<file path="src/rtl/example_producer.sv">
// rtl/example_producer.sv - F2C test-data producer filling a chunked ring RAM
// Writes {~n, n} words per chunk, pads short chunks with zeros, publishes by advancing wrPtr.
module example_producer #(
   parameter int PTR_BITS = 3,
   parameter int OFF_BITS = 4
) (
   input  logic                sysClk_i,
   input  logic                sysRst_n_i,
   input  logic [31:0]         countInit_i,
   input  logic                start_i,
   output logic                busy_o,
   input  logic [PTR_BITS-1:0] rdPtr_i,
   output logic [PTR_BITS-1:0] wrPtr_o,
   output logic                dtCommit_o,
   output logic                wrEnable_o,
   output logic [7:0]          wrByteMask_o,
   output logic [OFF_BITS-1:0] wrOffset_o,
   output logic [63:0]         wrData_o,
   output logic [63:0]         csData_o,
   output logic                csValid_o,
   input  logic                csReset_i
);

   typedef enum logic [2:0] {
      IDLE       = 3'd0,
      WAIT_SPACE = 3'd1,
      FILL       = 3'd2,
      PAD        = 3'd3,
      COMMIT     = 3'd4,
      DONE       = 3'd5
   } state_t;

   state_t              state_q;
   logic [31:0]         seq_q;
   logic [31:0]         remaining_q;
   logic [OFF_BITS-1:0] offset_q;
   logic [PTR_BITS-1:0] wrPtr_q;
   logic                busy_q;
   logic                dtCommit_q;
   logic                wrEnable_q;
   logic [63:0]         wrData_q;
   logic [63:0]         csData_q;
   logic                csValid_q;

   logic [63:0]         word_d;
   logic [PTR_BITS-1:0] wrPtr_inc_d;
   logic                ring_full_d;
   logic                last_off_d;

   assign word_d      = {~seq_q, seq_q};
   assign wrPtr_inc_d = wrPtr_q + PTR_BITS'(1);
   // One slot is sacrificed so that equal pointers always mean "ring empty".
   assign ring_full_d = (wrPtr_inc_d == rdPtr_i);
   assign last_off_d  = (offset_q == {OFF_BITS{1'b1}});

   always_ff @(posedge sysClk_i or negedge sysRst_n_i) begin
      if (!sysRst_n_i) begin
         state_q     <= IDLE;
         seq_q       <= '0;
         remaining_q <= '0;
         offset_q    <= '0;
         wrPtr_q     <= '0;
         busy_q      <= 1'b0;
         dtCommit_q  <= 1'b0;
         wrEnable_q  <= 1'b0;
         wrData_q    <= '0;
         csData_q    <= '0;
         csValid_q   <= 1'b0;
      end else begin
         dtCommit_q <= 1'b0;
         case (state_q)
            IDLE: begin
               if (start_i) begin
                  remaining_q <= countInit_i;
                  seq_q       <= '0;
                  offset_q    <= '0;
                  csData_q    <= '0;
                  csValid_q   <= 1'b0;
                  busy_q      <= 1'b1;
                  state_q     <= (countInit_i == 32'd0) ? DONE : WAIT_SPACE;
               end
            end
            WAIT_SPACE: begin
               if (!ring_full_d) begin
                  state_q     <= FILL;
                  wrEnable_q  <= 1'b1;
                  wrData_q    <= word_d;
                  csData_q    <= csData_q + word_d;
                  seq_q       <= seq_q + 32'd1;
                  remaining_q <= remaining_q - 32'd1;
               end
            end
            FILL, PAD: begin
               if (last_off_d) begin
                  state_q    <= COMMIT;
                  wrEnable_q <= 1'b0;
                  wrData_q   <= '0;
                  offset_q   <= '0;
                  wrPtr_q    <= wrPtr_inc_d;
                  dtCommit_q <= 1'b1;
               end else begin
                  offset_q <= offset_q + OFF_BITS'(1);
                  if (remaining_q != 32'd0) begin
                     state_q     <= FILL;
                     wrData_q    <= word_d;
                     csData_q    <= csData_q + word_d;
                     seq_q       <= seq_q + 32'd1;
                     remaining_q <= remaining_q - 32'd1;
                  end else begin
                     state_q  <= PAD;
                     wrData_q <= '0;
                  end
               end
            end
            COMMIT: begin
               state_q <= (remaining_q == 32'd0) ? DONE : WAIT_SPACE;
            end
            DONE: begin
               csValid_q <= 1'b1;
               busy_q    <= 1'b0;
               state_q   <= IDLE;
            end
            default: state_q <= IDLE;
         endcase
         // Checksum clear wins over any update made by the FSM in the same cycle.
         if (csReset_i) begin
            csData_q  <= '0;
            csValid_q <= 1'b0;
         end
      end
   end

   assign busy_o       = busy_q;
   assign wrPtr_o      = wrPtr_q;
   assign dtCommit_o   = dtCommit_q;
   assign wrEnable_o   = wrEnable_q;
   assign wrByteMask_o = {8{wrEnable_q}};
   assign wrOffset_o   = offset_q;
   assign wrData_o     = wrData_q;
   assign csData_o     = csData_q;
   assign csValid_o    = csValid_q;

endmodule

</file>
<file path="config.mk">
export PLATFORM = sky130hd
export DESIGN_NAME = example_producer
export DESIGN_NICKNAME = d
export VERILOG_FILES = /design/src/rtl/example_producer.sv
export SDC_FILE = /design/constraint.sdc
export NUM_CORES = 1
export LEC_CHECK = 0
export CAP_MARGIN = 20
export CORE_MARGIN = 8
export CORE_UTILIZATION = 25
export DETAILED_ROUTE_END_ITERATION = 6
export PLACE_DENSITY = 0.4
export SKIP_CTS_REPAIR_TIMING = 1
export SYNTH_ARGS = -nofsm -noshare
export SYNTH_HDL_FRONTEND = slang
export SYNTH_SLANG_ARGS = --single-unit
</file>
<file path="constraint.sdc">
create_clock -name sysClk_i -period 7.8 [get_ports sysClk_i]
set_clock_uncertainty 0.2 [all_clocks]
set_input_delay 2.34 -clock sysClk_i [delete_from_list [all_inputs] [get_ports sysClk_i]]
set_output_delay 2.34 -clock sysClk_i [all_outputs]
set_load 0.02 [all_outputs]
</file>
==> metrics.cfg <==
[outcome]
run_status = completed

[sta]
slew_headroom_pct = 43.4
worst_slew_pin_slew_ps = 849
min_period_over_period_pct = 67.6
setup_viol = 0
finalMaxSlewViolations = 0
achievable-frequency_mhz = 190
final_period_demand_of_the_worst_path_ps = 5270
rsz_0062_raised_after_global_routing = false
setup_tns_ps = 0
timing_hold_violations_final = 0
setup_slack_ps = 2530

[placed_design]
dpl.hpwl_microns = 36100
routabilityCongestion = 0.853
pre_cts_slack_ps = 1940
total_placed_instance_area_sq_um = 15300
place.port_buffers = 185

[global_route]
met3_usage_pct = 2.56
grt.met2_usage_pct = 25.4
wire_length_of_the_first_global_routing_pass_microns = 74100
busiest_layer = met2
grt_use_total_pct = 15.8
grt_util_met1_pct = 21.6
grt_overflow_total = 0
grt_antenna_before_repair = 0
grt_pass1_vias = 11700
largest_net_degree_at_the_start_of_global_routing = 109

[clock_tree]
clk_latency_ps = 580
tritoncts_num_sinks = 206
cts-root-to-sink-buffers = 3
cts-htree-levels = 1
clock_buffers_created_by_tritoncts = 27
cts.reportedPaths.clkPinSlew_ps = 60
cts.root.buffer_cell = sky130_fd_sc_hd__clkbuf_16
cts_tree = done

[route]
drt_iter0_markers = 791
remaining_drc_errors = 0
post_drt_via_cell_ratio = 4.97
route.vias.total = 11700
detail_route.first_pass.iterations = 5
totalWireLength_microns = 48300
drtAntennaViolNets = 0
avgRoutedWirePerCell_microns = 20.5

[floorplanning]
io_pins = 186
floorplan.initialDensity_pct = 25.1
rows = 83
fp.dieW_microns = 242
die_area_sq_um = 58800
chipHeight_microns = 242
floorplan.core_area_sq_um = 51000

[synth]
synth.yosys.seq_area_share_pct = 40.2
synth.net_count = 1629
synthFlopType = sky130_fd_sc_hd__dfrtp_1
post-synth-top-area-fraction_pct = 40.2
synth_top_cell_by_area = sky130_fd_sc_hd__dfrtp_1
count_of_flip_flops_with_a_built_in_enable_after_synthesis = 0
synth.ff_latch_count = 206
syn-cell-area_sq_um = 12800
ys.warnings.count = 0
post_synth_main_area_contributors = sky130_fd_sc_hd__dfrtp_1, sky130_fd_sc_hd__o21ai_0, sky130_fd_sc_hd__ha_1
ys_types = 79
synth.avg_cell_area_sq_um = 8.43
asyncSetResetFlopFracSynth_pct = 100
synthesis.instances = 1521

[power]
peakVddDrop_mv = 0.135
power-per-cell-area_nw_per_um2 = 362
leakage_uw = 0.00675

[critical_path]
crit_chain = clkdlybuf4s50_1 > xor2_1 > nand3_1 > mux2_2 > nand2_1 > a21o_1 > buf_4 > or3_1 > buf_4 > nor4b_1 > a211oi_1 > nand2_1
worstPathMaxFanout = 36
cp_num_buf_inv = 3
critPathRequiredTime_ps = 8050
critPathSlowestCell = sky130_fd_sc_hd__or3_1
start_kind = primary input
worstPathArrival_ps = 5520
timing.critical_path.slowest_cell_delay_ps = 680
crit_family = buffers and inverters
setup.worst_path.class = in2reg
end_kind = flip-flop

[final_layout]
drive_gt1_share_pct = 5.83
areaGrowthSynthToFinish_pct = 26.8
design.final.nets = 1768
antennaDiodeCount = 0
post_route_standard_cell_area_excluding_fillers_sq_um = 16300

[worst_hold_path]
hold_class = reg2reg

[job]
drv_cap = 0

-- cell usage after synthesis (4+ instances only) --
| cell | n |
|---|---|
| sky130_fd_sc_hd__o21bai_1 | 16 |
| sky130_fd_sc_hd__nor4_1 | 16 |
| sky130_fd_sc_hd__nor2_1 | 116 |
| sky130_fd_sc_hd__nand4_1 | 34 |
| sky130_fd_sc_hd__inv_1 | 57 |
| sky130_fd_sc_hd__o22ai_1 | 11 |
| sky130_fd_sc_hd__and2_1 | 6 |
| sky130_fd_sc_hd__o21a_1 | 5 |
| sky130_fd_sc_hd__nor3b_1 | 4 |
| sky130_fd_sc_hd__a21o_1 | 37 |
| sky130_fd_sc_hd__a221oi_1 | 5 |
| sky130_fd_sc_hd__or3_1 | 13 |
| sky130_fd_sc_hd__a22o_1 | 8 |
| sky130_fd_sc_hd__a21boi_0 | 4 |
| sky130_fd_sc_hd__o211ai_1 | 4 |
| sky130_fd_sc_hd__a22oi_1 | 4 |
| sky130_fd_sc_hd__a211oi_1 | 7 |
| sky130_fd_sc_hd__a31oi_1 | 14 |
| sky130_fd_sc_hd__a21oi_1 | 121 |
| sky130_fd_sc_hd__clkbuf_1 | 54 |
| sky130_fd_sc_hd__nor3_1 | 35 |
| sky130_fd_sc_hd__buf_2 | 23 |
| sky130_fd_sc_hd__o31ai_1 | 13 |
| sky130_fd_sc_hd__xor2_1 | 21 |
| sky130_fd_sc_hd__xnor2_1 | 59 |
| sky130_fd_sc_hd__o21ai_0 | 194 |
| sky130_fd_sc_hd__mux2i_1 | 5 |
| sky130_fd_sc_hd__nor2b_1 | 4 |
| sky130_fd_sc_hd__nand2_1 | 225 |
| sky130_fd_sc_hd__nand3_1 | 25 |
| sky130_fd_sc_hd__nand2b_1 | 7 |
| sky130_fd_sc_hd__ha_1 | 68 |
| sky130_fd_sc_hd__or2_2 | 6 |
| sky130_fd_sc_hd__o21ai_1 | 4 |
| sky130_fd_sc_hd__dfrtp_1 | 206 |
| sky130_fd_sc_hd__buf_4 | 8 |
| sky130_fd_sc_hd__and3_1 | 14 |
-- per-layer routing --
layer	part of all wire, %	up-vias
li1	-	5697
met1	47	5699
met2	45	280
met3	4.7	55
met4	2.9	0
met5	0	-
-- per-stage QoR --
| step | power, uW | utilization [%] | cells | hold slack (ps) |
|---|---|---|---|---|
| after CTS | 5960 | 31.9 | 2360 | 284 |
| after floorplan | 3470 | - | 1521 | 249 |
| after global routing | 6310 | 31.9 | 2360 | 297 |
| after detailed placement | 4540 | 30.0 | 2311 | 270 |
| after global placement | 4530 | 30.0 | 2311 | 261 |
| final | 5880 | 31.9 | 2360 | 278 |
-- report_power, final --
group	total, uW	internal [uW]	switching (uW)
combinational	2850	1120	1720
clock	1380	839	536
sequential	1660	1350	310
total	5880	3310	2570
-- state kept, by name (all words and copies together), names as in the netlist --
register     count
seq_q           32
csData_o        64
state_q          3
wrOffset_o       4
busy_o           1
wrData_o        64
csValid_o        1
dtCommit_o       1
wrEnable_o       1
remaining_q     32
wrPtr_o          3
-- worst paths after layout --
path | cells after the start | slack [ps] | to | from
setup / recovery | 12 | 2530 | csData_o[60] | rdPtr_i[0]
hold / removal | 2 | 280 | wrData_o[51] | wrData_o[51]
setup reg to reg | 12 | 3170 | csData_o[48] | seq_q[1]
hold reg to reg | 2 | 280 | wrData_o[51] | wrData_o[51]
max in group asynchronous | 2 | 4610 | csData_o[43] | sysRst_n_i
min in group asynchronous | 1 | 1640 | wrData_o[4] | sysRst_n_i
-- logic make-up after synthesis --
family / count (synthesis) / synth area share, %
simple gates: 529 / 19.3
compound gates: 483 / 22.7
flops: 206 / 40.2
buf+inv: 145 / 4.71
xor+xnor: 81 / 5.64
fa+ha+maj: 69 / 6.79
mux: 8 / 0.654
-- placed cells by master (no fill, tap or decap), types with 13 or more instances in the layout --
master,synthesis,routed
sky130_fd_sc_hd__a21o_1,37,36
sky130_fd_sc_hd__a21oi_1,121,119
sky130_fd_sc_hd__a31oi_1,14,14
sky130_fd_sc_hd__and3_1,14,14
sky130_fd_sc_hd__clkbuf_16,0,27
sky130_fd_sc_hd__clkdlybuf4s50_1,0,184
sky130_fd_sc_hd__dfrtp_1,206,206
sky130_fd_sc_hd__ha_1,68,68
sky130_fd_sc_hd__inv_1,57,57
sky130_fd_sc_hd__nand2_1,225,225
sky130_fd_sc_hd__nand3_1,25,25
sky130_fd_sc_hd__nand4_1,34,34
sky130_fd_sc_hd__nor2_1,116,114
sky130_fd_sc_hd__nor3_1,35,35
sky130_fd_sc_hd__nor4_1,16,16
sky130_fd_sc_hd__o21ai_0,194,193
sky130_fd_sc_hd__o21bai_1,16,16
sky130_fd_sc_hd__or3_1,13,13
sky130_fd_sc_hd__xnor2_1,59,59
sky130_fd_sc_hd__xor2_1,21,21
-- worst register-to-register path, cell delays in order (launching register included) --
cell and delay [ps]:
sky130_fd_sc_hd__dfrtp_1 520, sky130_fd_sc_hd__inv_1 270, sky130_fd_sc_hd__fa_1 470, sky130_fd_sc_hd__nand2b_1 200, sky130_fd_sc_hd__a21oi_1 270, sky130_fd_sc_hd__o31ai_1 210
sky130_fd_sc_hd__a311oi_1 630, sky130_fd_sc_hd__a21oi_1 330, sky130_fd_sc_hd__o21ai_2 310, sky130_fd_sc_hd__a211oi_1 210, sky130_fd_sc_hd__o31ai_1 510, sky130_fd_sc_hd__mux2i_1 140
sky130_fd_sc_hd__or2_1 240
-- final cells by class --
class / instances / area (sq um)
Fill cell: 5362 / 34700
Multi-Input combinational cell: 1170 / 7100
Sequential cell: 206 / 5150
Timing Repair Buffer: 198 / 1970
Tap cell: 680 / 851
Clock buffer: 32 / 734
Clock inverter: 17 / 233
Inverter: 57 / 214
(Power assumes the default switching activity.)
